**src/rtl/fp32_uart_rx_if.sv**
```systemverilog
// Word hand-off from the FP32 UART receiver to downstream FP logic, plus its error strobes.
interface fp32_uart_rx_if;
  logic [31:0] word_o;
  logic        word_valid_o;
  logic        word_ready_i;
  logic        frame_err_o;
  logic        overrun_err_o;

  modport master (
    output word_o, word_valid_o, frame_err_o, overrun_err_o,
    input  word_ready_i
  );

  modport slave (
    input  word_o, word_valid_o, frame_err_o, overrun_err_o,
    output word_ready_i
  );
endinterface

```
**src/rtl/fp32_uart_rx.sv**
```systemverilog
// 8N1 UART receiver that gathers four bytes (LSB byte first) into one FP32 word
// and offers it over valid/ready; a stalled partial word is dropped after an idle timeout.
//
//  state   | meaning
//  IDLE    | line idle, waiting for a falling edge
//  START   | half a bit in, confirming the start bit
//  DATA    | sampling 8 data bits at mid-bit
//  STOP    | sampling the stop bit
//  DONE    | byte good, written to its slot
//  BREAK   | framing error, waiting for the line to return high
module fp32_uart_rx #(
  parameter int CLK_FREQ     = 50_000_000,
  parameter int BAUD_RATE    = 115_200,
  parameter int CLKS_PER_BIT = CLK_FREQ / BAUD_RATE,
  parameter int TIMEOUT_BITS = 20
) (
  input  logic           clk_i,
  input  logic           rst_ni,
  input  logic           uart_rx_i,
  fp32_uart_rx_if.master bus
);
  localparam int TO_CYCLES = TIMEOUT_BITS * CLKS_PER_BIT;
  localparam int CNT_W     = $clog2(CLKS_PER_BIT + 1);
  localparam int TO_W      = $clog2(TO_CYCLES + 1);
  localparam logic [CNT_W-1:0] HALF_M1 = CNT_W'(CLKS_PER_BIT / 2 - 1);
  localparam logic [CNT_W-1:0] FULL_M1 = CNT_W'(CLKS_PER_BIT - 1);
  localparam logic [TO_W-1:0]  TO_M1   = TO_W'(TO_CYCLES - 1);

  typedef enum logic [2:0] {
    S_IDLE, S_START, S_DATA, S_STOP, S_DONE, S_BREAK
  } state_t;

  state_t           state_q, state_d;
  logic [CNT_W-1:0] cnt_q, cnt_d;
  logic [2:0]       bit_q, bit_d;
  logic [7:0]       shift_q, shift_d;
  logic             frame_err_d, byte_done;

  logic             sync1_q, rx_s;
  logic [1:0]       idx_q;
  logic [3:0][7:0]  slot_q;
  logic             word_done_q;
  logic [TO_W-1:0]  to_cnt_q;
  logic             to_expire;

  logic [31:0]      word_q;
  logic             valid_q, frame_err_q, overrun_q;

  always_ff @(posedge clk_i or negedge rst_ni) begin
    if (!rst_ni) begin
      sync1_q <= 1'b1;
      rx_s    <= 1'b1;
    end else begin
      sync1_q <= uart_rx_i;
      rx_s    <= sync1_q;
    end
  end

  always_ff @(posedge clk_i or negedge rst_ni) begin
    if (!rst_ni) begin
      state_q <= S_IDLE;
      cnt_q   <= '0;
      bit_q   <= '0;
      shift_q <= '0;
    end else begin
      state_q <= state_d;
      cnt_q   <= cnt_d;
      bit_q   <= bit_d;
      shift_q <= shift_d;
    end
  end

  always_comb begin
    state_d     = state_q;
    cnt_d       = cnt_q;
    bit_d       = bit_q;
    shift_d     = shift_q;
    frame_err_d = 1'b0;
    byte_done   = 1'b0;
    case (state_q)
      S_IDLE: begin
        if (!rx_s) begin
          state_d = S_START;
          cnt_d   = HALF_M1;
          bit_d   = '0;
        end
      end
      S_START: begin
        if (cnt_q == '0) begin
          if (rx_s) begin
            state_d = S_IDLE;
          end else begin
            state_d = S_DATA;
            cnt_d   = FULL_M1;
          end
        end else begin
          cnt_d = cnt_q - 1'b1;
        end
      end
      S_DATA: begin
        if (cnt_q == '0) begin
          shift_d = {rx_s, shift_q[7:1]};
          cnt_d   = FULL_M1;
          bit_d   = bit_q + 3'd1;
          if (bit_q == 3'd7) state_d = S_STOP;
        end else begin
          cnt_d = cnt_q - 1'b1;
        end
      end
      S_STOP: begin
        if (cnt_q == '0) begin
          if (rx_s) begin
            state_d = S_DONE;
          end else begin
            frame_err_d = 1'b1;
            state_d     = S_BREAK;
          end
        end else begin
          cnt_d = cnt_q - 1'b1;
        end
      end
      S_DONE: begin
        byte_done = 1'b1;
        state_d   = S_IDLE;
      end
      S_BREAK: begin
        if (rx_s) state_d = S_IDLE;
      end
      default: state_d = S_IDLE;
    endcase
  end

  // Timeout only runs while a partial word sits idle; leaving IDLE reloads it.
  assign to_expire = (state_q == S_IDLE) && (idx_q != 2'd0) && (to_cnt_q == '0);

  always_ff @(posedge clk_i or negedge rst_ni) begin
    if (!rst_ni) begin
      idx_q       <= '0;
      slot_q      <= '0;
      word_done_q <= 1'b0;
      to_cnt_q    <= TO_M1;
    end else begin
      word_done_q <= byte_done && (idx_q == 2'd3);
      if (byte_done) slot_q[idx_q] <= shift_q;
      if (frame_err_d || to_expire) idx_q <= '0;
      else if (byte_done)           idx_q <= idx_q + 2'd1;
      if (state_q != S_IDLE || idx_q == 2'd0) to_cnt_q <= TO_M1;
      else if (to_cnt_q != '0)                to_cnt_q <= to_cnt_q - 1'b1;
    end
  end

  always_ff @(posedge clk_i or negedge rst_ni) begin
    if (!rst_ni) begin
      word_q      <= '0;
      valid_q     <= 1'b0;
      frame_err_q <= 1'b0;
      overrun_q   <= 1'b0;
    end else begin
      frame_err_q <= frame_err_d;
      overrun_q   <= word_done_q && valid_q && !bus.word_ready_i;
      if (word_done_q && (!valid_q || bus.word_ready_i)) begin
        word_q  <= slot_q;
        valid_q <= 1'b1;
      end else if (valid_q && bus.word_ready_i) begin
        valid_q <= 1'b0;
      end
    end
  end

  assign bus.word_o        = word_q;
  assign bus.word_valid_o  = valid_q;
  assign bus.frame_err_o   = frame_err_q;
  assign bus.overrun_err_o = overrun_q;
endmodule
```
**src/flat_wrapper.sv**
```systemverilog
// flat-port wrapper written by rule: the top's interface ports become plain ports
module fp32_uart_rx_flat 
#(
  parameter int CLK_FREQ     = 50_000_000,
  parameter int BAUD_RATE    = 115_200,
  parameter int CLKS_PER_BIT = CLK_FREQ / BAUD_RATE,
  parameter int TIMEOUT_BITS = 20
)
  (clk_i, rst_ni, uart_rx_i, bus_word_o, bus_word_valid_o, bus_frame_err_o, bus_overrun_err_o, bus_word_ready_i);
  fp32_uart_rx_if bus_i ();
  input  logic clk_i;
  input  logic rst_ni;
  input  logic uart_rx_i;
  output wire logic [$bits(bus_i.word_o)-1:0] bus_word_o;
  output wire logic [$bits(bus_i.word_valid_o)-1:0] bus_word_valid_o;
  output wire logic [$bits(bus_i.frame_err_o)-1:0] bus_frame_err_o;
  output wire logic [$bits(bus_i.overrun_err_o)-1:0] bus_overrun_err_o;
  input wire logic [$bits(bus_i.word_ready_i)-1:0] bus_word_ready_i;
  assign bus_word_o = bus_i.word_o;
  assign bus_word_valid_o = bus_i.word_valid_o;
  assign bus_frame_err_o = bus_i.frame_err_o;
  assign bus_overrun_err_o = bus_i.overrun_err_o;
  assign bus_i.word_ready_i = bus_word_ready_i;
  fp32_uart_rx #(.CLK_FREQ(CLK_FREQ), .BAUD_RATE(BAUD_RATE), .CLKS_PER_BIT(CLKS_PER_BIT), .TIMEOUT_BITS(TIMEOUT_BITS)) u_core (.clk_i(clk_i), .rst_ni(rst_ni), .uart_rx_i(uart_rx_i), .bus(bus_i));
endmodule
```
**config.mk**
```make
export PLATFORM = sky130hd
export DESIGN_NAME = fp32_uart_rx_flat
export DESIGN_NICKNAME = d
export VERILOG_FILES = /design/src/rtl/fp32_uart_rx_if.sv /design/src/rtl/fp32_uart_rx.sv /design/src/flat_wrapper.sv
export SDC_FILE = /design/constraint.sdc
export NUM_CORES = 1
export LEC_CHECK = 0
export CAP_MARGIN = 5
export CORE_AREA = 2 2 117 119
export DETAILED_ROUTE_END_ITERATION = 12
export DIE_AREA = 0 0 119 121
export SLEW_MARGIN = 20
export SYNTH_ARGS = -nofsm -noshare
export SYNTH_HDL_FRONTEND = slang
export SYNTH_SLANG_ARGS = --single-unit
```
**constraint.sdc**
```tcl
create_clock -name clk_i -period 2.1 [get_ports clk_i]
set_input_delay 0.42 -clock clk_i [delete_from_list [all_inputs] [get_ports clk_i]]
set_output_delay 0.42 -clock clk_i [all_outputs]
set_load 0.02 [all_outputs]
```
==> impl_metrics.yaml, run 1 <==
placement:
  numPortBuffers: 38
  gp_congestion: 0.847
  pre_cts_ws_ns: 0.0678
  hpwl_um: 6510
timing:
  max_slew_margin_pct: 66.3
  layout_setup_ws_ns: 0.119
  drv_slew: 0
  fmax_mhz: 505
  min_period_ns: 1.98
  finalSetupTns_ns: 0
  worst_slew_pin_slew_ns: 0.501
  timing.final.crit_share_pct: 94.3
  rsz0062_at_grt: "no"
  hold_viol_final: 0
  finalSetupViolCount: 0
  finalClockSkew_ns: 0.00881
synth:
  synth-seq-area-share_pct: 58.0
  synthSimpleGateAreaFrac_pct: 10.9
  ys.flop_type: "dfrtp_1"
  synth_top_family_by_area: "multiplexers"
  synth_area_um2: 4730
  syn_inst: 365
  synthAdderAreaFrac_pct: 2.38
  synth_cell_types: 56
  synth-compound-area-share_pct: 8.86
  async_flop_share_pct: 100
  yosysTopAreaCell: "dfrtp_1"
  synth_xor_area_share_pct: 0.370
  synth_edf_count: 0
  synth_top_area_share_pct: 52.4
  avgSynthCellArea_um2: 13.0
  syn_nets: 378
  ys_ff_latch: 109
  synth_mux_area_share_pct: 17.8
  yosys_warnings: 0
  synth_area_leaders: "dfrtp_1, mux2_2, dfstp_2"
clock_network:
  cts_root_buffer: "clkbuf_16"
  cts_tree: "done"
  cts_buffer_depth: 2
  clk_latency_ns: 0.35
  clk_pin_slew_ns: 0.07
  htree_levels: 3
  clock_sinks: 109
  cts_hold_buf: 0
  numCtsBuffers: 9
floorplanning:
  ios: 39
  rows: 42
  dieWidth_um: 119
  die_area_um2: 14400
  initial_core_util_pct: 36.1
  core_area_um2: 13100
  die_y_um: 121
drt:
  ant_nets: 0
  drc: 0
  wl_per_cell_um: 15.2
  dr.pass1.iters: 4
  top_layer: "met4"
  vias: 3041
  dr_wl_met2_um: 4470
  wl_met3_um: 268
  via_per_inst: 5.03
  m1WireLength_um: 4310
  drtIter0Drc: 126
  routed_wl_um: 9190
run:
  maxCapViolCount: 0
final_layout:
  area_growth_pct: 22.1
  layout-drive-gt1-share_pct: 29.4
  antennaDiodeCount: 0
  layout.nets: 436
global_routing:
  grt_first_pass_wirelength_um: 15700
  globalRouteTotalUtil_pct: 13.8
  grt_max_degree: 33
  grt_overflow: 0
  antenna_found_initial: 0
  grt_pass1_vias: 3097
critical_path:
  critical_path_class: "reg -> reg"
  slowest_delay_ns: 0.52
  critPathCaptureType: "register"
  path_max_fanout: 8
  worstPathCellList: "inv_1 -> ha_1 -> or4b_1 -> nor2_2 -> nand3_4 -> mux2_1"
  reg2regPathDepth: 6
  arrival_ns: 2.21
  cp.required_ns: 2.33
  start_kind: "register"
  slowest_stage: "or4b_1"
power:
  cellLeakagePower_nw: 2.66
  total_power_mw: 3.77
  ir_worst_vdd_uv: 344
  power_density_nw_per_um2: 653
worst_hold_path:
  hold_class: "in -> async"
outcome:
  status: "finished, final reports clean"
==> critical path, delay by kind of cell (launching register included) <==
kind	cells	cell delay (ns)
and+or+nand+nor	3	0.87
DFF	1	0.41
muxes	1	0.35
adders and majority gates	1	0.18
buffers and inverters	1	0.06
==> cells in the final DEF (no fill, tap or decap), types with 2 or more instances in the layout <==
cell	instances
o31ai_1	5
or2_1	2
nor4_2	2
nor2_1	18
or4b_1	2
mux2_1	8
clkinv_4	2
inv_1	9
o21ai_0	10
mux2_2	66
or4_1	6
ha_1	9
dfrtp_1	99
or3_1	5
nand2_1	15
o21ai_1	2
nand2b_1	3
a31o_2	2
clkdlybuf4s50_1	37
nand3b_1	3
buf_4	19
dfstp_2	10
o211ai_1	4
o32ai_1	2
o21a_1	2
nor4_1	2
nand3_1	7
clkinvlp_4	2
nor3_1	6
buf_12	3
xnor2_1	2
and3_1	6
a21oi_1	13
clkbuf_16	9
a22o_1	7
==> report_power, final <==
group          leakage [nW]  internal [mW]  switching, mW
clock                 0.134          0.819          0.788
sequential             1.47           2.10        0.00227
combinational          1.05         0.0149         0.0446
total                  2.66           2.94          0.834
==> cells by family (layout without fill, tap and decap cells) <==
family | Yosys count | in the layout
flops | 109 | 109
simple gates | 89 | 89
mux | 75 | 75
compound gates | 60 | 60
buf+inv | 21 | 84
fa+ha+maj | 9 | 9
xor+xnor | 2 | 2
==> layout make-up <==
type	count	area, um^2
fillers	1213	7310
flip-flops and latches	109	2740
multi-input cells	235	1920
repair buffers	59	573
clock buffers	9	225
well taps	176	220
clock inverters	7	57.6
inverters	9	33.8
==> per-stage QoR <==
| step | cells | hold WS, ns | cell area, um^2 | utilization, % |
|---|---|---|---|---|
| after floorplan | 365 | 0.124 | 4730 | - |
| after global placement | 588 | 0.348 | 5480 | 41.9 |
| after detailed placement | 588 | 0.348 | 5480 | 41.9 |
| after CTS | 604 | 0.0225 | 5760 | 44.0 |
| after global routing | 604 | 0.0358 | 5770 | 44.1 |
| final | 604 | 0.00850 | 5770 | 44.1 |
==> state kept, by name (all words and copies together) (netlist names) <==
name / flops
u_core.bus.frame_err_o: 1
u_core.slot_q: 32
u_core.shift_q: 8
u_core.bus.overrun_err_o: 1
u_core.sync1_q: 1
u_core.bit_q: 3
u_core.bus.word_o: 32
u_core.word_done_q: 1
u_core.bus.word_valid_o: 1
u_core.to_cnt_q: 14
u_core.rx_s: 1
u_core.idx_q: 2
u_core.state_q: 3
u_core.cnt_q: 9
==> timing repair <==
action	in CTS	in global routing
setup endpoints to repair	0	10
resized for setup	0	2
setup buffers	0	0
==> per-layer routing <==
metal  GRT usage (%)  vias to the layer above
met4            5.36                        0
met1            17.8                     1518
met3            2.82                       10
met2            23.1                       48
met5               0                        -
li1                -                     1465
==> final timing paths <==
kind	startpoint	endpoint	slack [ns]
max in group asynchronous	rst_ni	u_core.to_cnt_q[8]	1.49
min in group clk_i	u_core.sync1_q	u_core.rx_s	0.36
max reg2reg	u_core.cnt_q[1]	u_core.shift_q[4]	0.12
min	rst_ni	u_core.bus.word_o[1]	0.009
min reg2reg	u_core.sync1_q	u_core.rx_s	0.36
max	u_core.cnt_q[1]	u_core.shift_q[4]	0.12
==> synth_stat cells, types with 6 or more instances <==
library cell,number
dfrtp_1,99
mux2_2,66
nor2_1,18
nand2_1,15
a21oi_1,13
dfstp_2,10
o21ai_0,10
ha_1,9
inv_1,9
clkbuf_1,8
mux2_1,8
a22o_1,7
nand3_1,7
and3_1,6
nor3_1,6
or4_1,6
(Power assumes the default switching activity.)
==> run 2: changes to the inputs <==
--- a/config.mk
+++ b/config.mk
@@ -5,10 +5,12 @@
 export SDC_FILE = /design/constraint.sdc
 export NUM_CORES = 1
 export LEC_CHECK = 0
+export ABC_AREA = 1
 export CAP_MARGIN = 5
-export CORE_AREA = 2 2 117 119
+export CORE_AREA = 2 2 118 120
 export DETAILED_ROUTE_END_ITERATION = 12
-export DIE_AREA = 0 0 119 121
+export DIE_AREA = 0 0 120 122
+export RECOVER_POWER = 25
 export SLEW_MARGIN = 20
 export SYNTH_ARGS = -nofsm -noshare
 export SYNTH_HDL_FRONTEND = slang
==> run 2 against run 1 <==
  * Fmax is 10% higher
  * Count of clock-buffer cells in the layout is 1 higher
  * Final cell count is 21% higher
  * Global-route usage is 0.17 points lower
  * Routed wire length is 0.94% higher
  * Sequential power hardly changed
  * Combinational power is 16% lower
  * Sequential cell count stayed put
  * Critical path depth is 3 higher
  * Worst setup slack better by 0.19 ns
  * First-iteration DRC count is 62% higher
  * Clock power is 9.9% higher
  * Largest cell class unchanged
  * Highest routed layer unchanged
==> impl_metrics.yaml, run 2 <==
clock_network:
  cts_resized: 0
  cts_root_buffer: "clkbuf_16"
  cts_hold_buf: 0
  clk_latency_ns: 0.35
  htree_levels: 3
  numCtsBuffers: 9
  cts_buffer_depth: 2
  cts_setup_buffers: 0
  clock_sinks: 109
  clk_pin_slew_ns: 0.07
  cts_tree: "done"
timing:
  fmax_mhz: 558
  max_slew_margin_pct: 40.1
  rsz0062_at_grt: "no"
  timing.final.crit_share_pct: 85.4
  hold_viol_final: 0
  finalSetupTns_ns: 0
  finalSetupViolCount: 0
  min_period_ns: 1.79
  drv_slew: 0
  finalClockSkew_ns: 0.00735
  worst_slew_pin_slew_ns: 0.898
power:
  p_int_mw: 3.09
  swShare_pct: 21.1
  p_sw_uw: 829
  ir_worst_vdd_uv: 457
  clock_power_share_pct: 45.1
  p_comb_share_pct: 1.3
  seqPwrFrac_pct: 53.7
  cellLeakagePower_nw: 2.86
  power_density_nw_per_um2: 679
critical_path:
  r2r-end: "u_core.bit_q[0]"
  cp-startpoint: "u_core.cnt_q[0]"
  cp-endpoint: "u_core.bit_q[0]"
  reg2regPathDepth: 9
  path_max_fanout: 10
  arrival_ns: 2.03
  rrSetupSlack_ns: 0.31
  worstPathCellList: "inv_1 -> ha_1 -> nand2_2 -> nor2_4 -> nand2_4 -> a21boi_4 -> nand2_2 -> nand2_1 -> nand2_1"
  start_kind: "register"
  slowest_delay_ns: 0.39
  r2r_start: "u_core.cnt_q[0]"
  cp.required_ns: 2.34
  slowest_stage: "dfrtp_1"
  critical_path_class: "reg -> reg"
  critPathCaptureType: "register"
synth:
  synth_edf_count: 0
  synthSimpleGateAreaFrac_pct: 19.7
  async_flop_share_pct: 100
  synth_top_area_share_pct: 50.9
  synth_mux_area_share_pct: 7.40
  synth_area_leaders: "dfrtp_1, nand2_1, mux2_2"
  yosysTopAreaCell: "dfrtp_1"
  yosysMostFrequentCell: "nand2_1"
  syn_nets: 516
  synth_top_family_by_area: "simple AND/OR/NAND/NOR gates"
  synth-seq-area-share_pct: 56.3
  avgSynthCellArea_um2: 9.68
  ys.flop_type: "dfrtp_1"
  netlist_top_cells_count: "nand2_1, dfrtp_1, o21ai_0"
  synth-compound-area-share_pct: 8.02
  ys_ff_latch: 109
  syn_inst: 503
  synth_area_um2: 4870
  synth_cell_types: 33
  synth_xor_area_share_pct: 0.899
  synthAdderAreaFrac_pct: 2.31
  yosys_warnings: 0
floorplanning:
  dieWidth_um: 120
  ios: 39
  core_area_um2: 13500
  rows: 43
  die_y_um: 122
  die_area_um2: 14600
  initial_core_util_pct: 36.1
final_layout:
  antennaDiodeCount: 0
  area_growth_pct: 18.6
  final_util_pct: 42.8
  layout.cells.most_common_list: "nand2_1, dfrtp_1, o21ai_0, inv_1, nor2_1"
  fin_area_um2: 5770
  finalNonFillerCells: 733
  n_fill_cell: 1279
  layout-drive-gt1-share_pct: 16.1
  final_common_cell: "nand2_1"
  layout.nets: 561
global_routing:
  grt_overflow: 0
  grt_pass1_vias: 3251
  antenna_found_initial: 0
  grt_max_degree: 38
  globalRouteTotalUtil_pct: 13.7
  grt_first_pass_wirelength_um: 16000
drt:
  routed_wl_um: 9280
  ant_nets: 0
  drc: 0
  dr.pass1.iters: 4
  wl_per_cell_um: 12.7
  vias: 3436
  via_per_inst: 4.69
  drtIter0Drc: 204
run:
  maxCapViolCount: 0
placement:
  dp.cells: 717
  numPortBuffers: 38
  hpwl_um: 6590
  gp_congestion: 0.846
  placed_cell_area_um2: 5490
worst_hold_path:
  hold_class: "in -> async"
outcome:
  status: "finished, final reports clean"
## run 2: cell types whose count changed after synthesis, sizes merged, moves of 7 or more
cell / before / now
a22o: 7 / 0
clkbuf: 8 / 0
inv: 9 / 53
mux2: 74 / 32
nand2: 15 / 130
nand3: 8 / 25
nor2: 19 / 45
o21ai: 12 / 59
or4: 7 / 0
## run 2: stage by stage
| stage | power (mW) | hold slack (ns) | setup WS (ns) |
|---|---|---|---|
| after detailed placement | 2.21 | 0.347 | 0.327 |
| final | 3.92 | 0.183 | 0.307 |
| after CTS | 3.99 | 0.0440 | 0.321 |
| after global placement | 2.21 | 0.346 | 0.355 |
| after floorplan | 2.15 | 0.124 | 0.568 |
| after global routing | 4.09 | 0.255 | 0.167 |
## run 2: critical path: cells and delay by family (launching register included)
family                     cells  cell delay, ns
buffers and inverters          1            0.13
DFF                            1            0.39
AOI/OAI and AO/OA              1            0.24
and+or+nand+nor                6            0.64
adders and majority gates      1            0.28
## run 2: area by class of cell
class                      count  area [um^2]  share of cell area, %
tap                          180          225                   3.90
timing repair buffer          44          428                   7.41
clock inverter                 6         77.6                   1.34
inverter                      53          199                   3.45
clock buffer                  10          239                   4.14
sequential                   109         2740                   47.5
multi-input combinational    331         1870                   32.3
## run 2: worst min-delay path by stage
stage / startpoint / end / slack, ns / depth (start not counted)
6_report: rst_ni / u_core.bus.word_o[26] / 0.18 / 1
5_1_grt: rst_ni / u_core.bus.word_o[27] / 0.26 / 1
4_1_cts: rst_ni / u_core.bus.word_o[25] / 0.04 / 1
3_5_place_dp: u_core.sync1_q / u_core.rx_s / 0.35 / 0
3_3_place_gp: u_core.sync1_q / u_core.rx_s / 0.35 / 0
2_1_floorplan: rst_ni / u_core.bit_q[0] / 0.12 / 0
## run 2: logic make-up (layout without fill, tap and decap cells)
kind of cell	Yosys count	after routing
and+or+nand+nor	212	212
DFF	109	109
xor gates and xnor gates	5	5
AOI/OAI and AO/OA	73	73
buffers and inverters	63	113
adders and majority gates	9	9
muxes	32	32
## run 2: layer usage
layer | vias to the layer above | track usage [%] | routed length, um
met1 | 1648 | 18.1 | 4520
met3 | 10 | 3.32 | 326
met2 | 55 | 22.4 | 4340
met5 | - | 0 | 0
li1 | 1723 | - | -
met4 | 0 | 4.04 | 97
## run 2: power groups by stage
| stage | Sequential [mW] | Combinational (mW) | Clock (mW) |
|---|---|---|---|
| finish | 2.10 | 0.0500 | 1.77 |
| global route | 2.10 | 0.0607 | 1.93 |
| CTS | 2.10 | 0.0622 | 1.83 |
| detailed placement | 2.14 | 0.0623 | 0 |
| global placement | 2.14 | 0.0616 | 0 |
| floorplan | 2.14 | 0.00365 | 0 |
==> run 3: changes to the inputs <==
--- a/config.mk
+++ b/config.mk
@@ -10,7 +10,8 @@
 export CORE_AREA = 2 2 118 120
 export DETAILED_ROUTE_END_ITERATION = 12
 export DIE_AREA = 0 0 120 122
-export RECOVER_POWER = 25
+export PLACE_DENSITY = 0.55
+export RECOVER_POWER = 50
 export SLEW_MARGIN = 20
 export SYNTH_ARGS = -nofsm -noshare
 export SYNTH_HDL_FRONTEND = slang
==> run 3 against run 2 <==
  * The run now ends with max-capacitance violations, max-slew violations left
  * Highest routed layer unchanged
  * Critical endpoint is now bus_word_o[15]
  * Count of clock-buffer cells in the layout did not move
  * Largest power group unchanged
  * Worst setup slack improved by 0.034 ns
  * Sequential power barely moved
  * Die area did not move
  * Fmax rose by 2.0%
  * Critical path type is now reg -> out
  * Routed wire length rose by 1.2%
  * Critical path depth fell by 8
==> impl_metrics.yaml, run 3 (synthesis gave the netlist of run 2 again) <==
outcome:
  status: "finished, violations left"
  failed_checks: "max-capacitance violations, max-slew violations"
placement:
  numPortBuffers: 38
  dp.cells: 716
  placed_cell_area_um2: 5480
  gp_congestion: 0.847
  hpwl_um: 6640
power:
  total_power_mw: 3.78
  cellLeakagePower_nw: 2.84
  ir_worst_vdd_uv: 502
  power_density_nw_per_um2: 657
final_layout:
  finalNonFillerCells: 732
  fin_area_um2: 5750
  final_common_cell: "nand2_1"
  layout.nets: 560
  n_fill_cell: 1302
  layout-drive-gt1-share_pct: 15.4
  antennaDiodeCount: 0
  area_growth_pct: 18.0
  layout.cells.most_common_list: "nand2_1, dfrtp_1, o21ai_0, inv_1, nor2_1"
timing:
  finalSetupViolCount: 0
  hold_ws_ns: 0.356
  max_slew_margin_pct: -17.1
  hold_viol_final: 0
  finalSetupTns_ns: 0
  min_period_ns: 1.76
  fmax_mhz: 569
  drv_slew: 27
  finalClockSkew_ns: 0.00824
  timing.final.crit_share_pct: 83.8
  rsz0062_at_grt: "no"
  worst_slew_pin_slew_ns: 1.76
critical_path:
  start_kind: "register"
  critPathCaptureType: "output port"
  slowest_stage: "clkdlybuf4s50_1"
  cp.required_ns: 1.68
  crit_cells: 1
  worstPathCellList: "clkdlybuf4s50_1"
  cp_num_buf_inv: 1
  slowest_delay_ns: 0.61
  path_max_fanout: 2
  critical_path_class: "reg -> out"
  reg2regPathDepth: 9
  arrival_ns: 1.34
  crit_family: "buffers and inverters"
drt:
  via_per_inst: 4.68
  dr_wl_met2_um: 4400
  drtIter0Drc: 132
  dr.pass1.iters: 4
  wl_per_cell_um: 12.8
  top_layer: "met4"
  wl_met3_um: 361
  vias: 3426
  drc: 0
  routed_wl_um: 9390
  ant_nets: 0
  m1WireLength_um: 4560
global_routing:
  antenna_found_initial: 0
  grt_first_pass_wirelength_um: 16400
  globalRouteTotalUtil_pct: 14.1
  grt_max_degree: 51
  grt_pass1_vias: 3328
  grt_overflow: 0
clock_network:
  numCtsBuffers: 9
  clk_latency_ns: 0.34
  cts_hold_buf: 0
  cts_setup_buffers: 0
  cts_buffer_depth: 2
  clk_pin_slew_ns: 0.07
  htree_levels: 3
  cts_root_buffer: "clkbuf_16"
  cts_resized: 0
  cts_tree: "done"
  clock_sinks: 109
floorplanning:
  core_area_um2: 13500
  die_area_um2: 14600
  die_y_um: 122
  dieWidth_um: 120
  initial_core_util_pct: 36.1
  ios: 39
  rows: 43
worst_hold_path:
  holdPathStages: 0
  hold_class: "reg -> reg"
run:
  maxCapViolCount: 1
## run 3: layout make-up
type	count	area, um^2	area share [%]
timing repair buffer	43	437	7.60
clock inverter	6	55.1	0.958
clock buffer	10	229	3.98
sequential	109	2740	47.7
tap	180	225	3.92
multi-input combinational	331	1860	32.4
inverter	53	199	3.46
## run 3: report_power, final
group | switching, mW | internal (mW) | leakage, nW
registers | 0.00159 | 2.10 | 1.47
logic | 0.0450 | 0.0122 | 1.23
clock network | 0.789 | 0.829 | 0.133
## run 3: worst paths after layout
path	start	end	slack, ns
setup / recovery	u_core.bus.word_o[15]	bus_word_o[15]	0.34
hold / removal	u_core.sync1_q	u_core.rx_s	0.36
setup reg to reg	u_core.cnt_q[0]	u_core.state_q[0]	0.39
hold reg to reg	u_core.sync1_q	u_core.rx_s	0.36
max in group asynchronous	rst_ni	u_core.cnt_q[3]	0.55
min in group asynchronous	rst_ni	u_core.bus.overrun_err_o	0.53
## run 3: metal layers
| metal | vias up | track usage (%) |
|---|---|---|
| li1 | 1708 | - |
| met1 | 1649 | 19.0 |
| met5 | - | 0 |
| met4 | 0 | 4.12 |
| met3 | 5 | 3.75 |
| met2 | 64 | 22.6 |
## run 3: per-stage QoR
stage | worst slack [ns] | util (%)
detailed placement | 0.334 | 40.6
global route | 0.177 | 42.6
floorplan | 0.568 | -
finish | 0.341 | 42.6
global placement | 0.356 | 40.6
CTS | 0.324 | 42.7
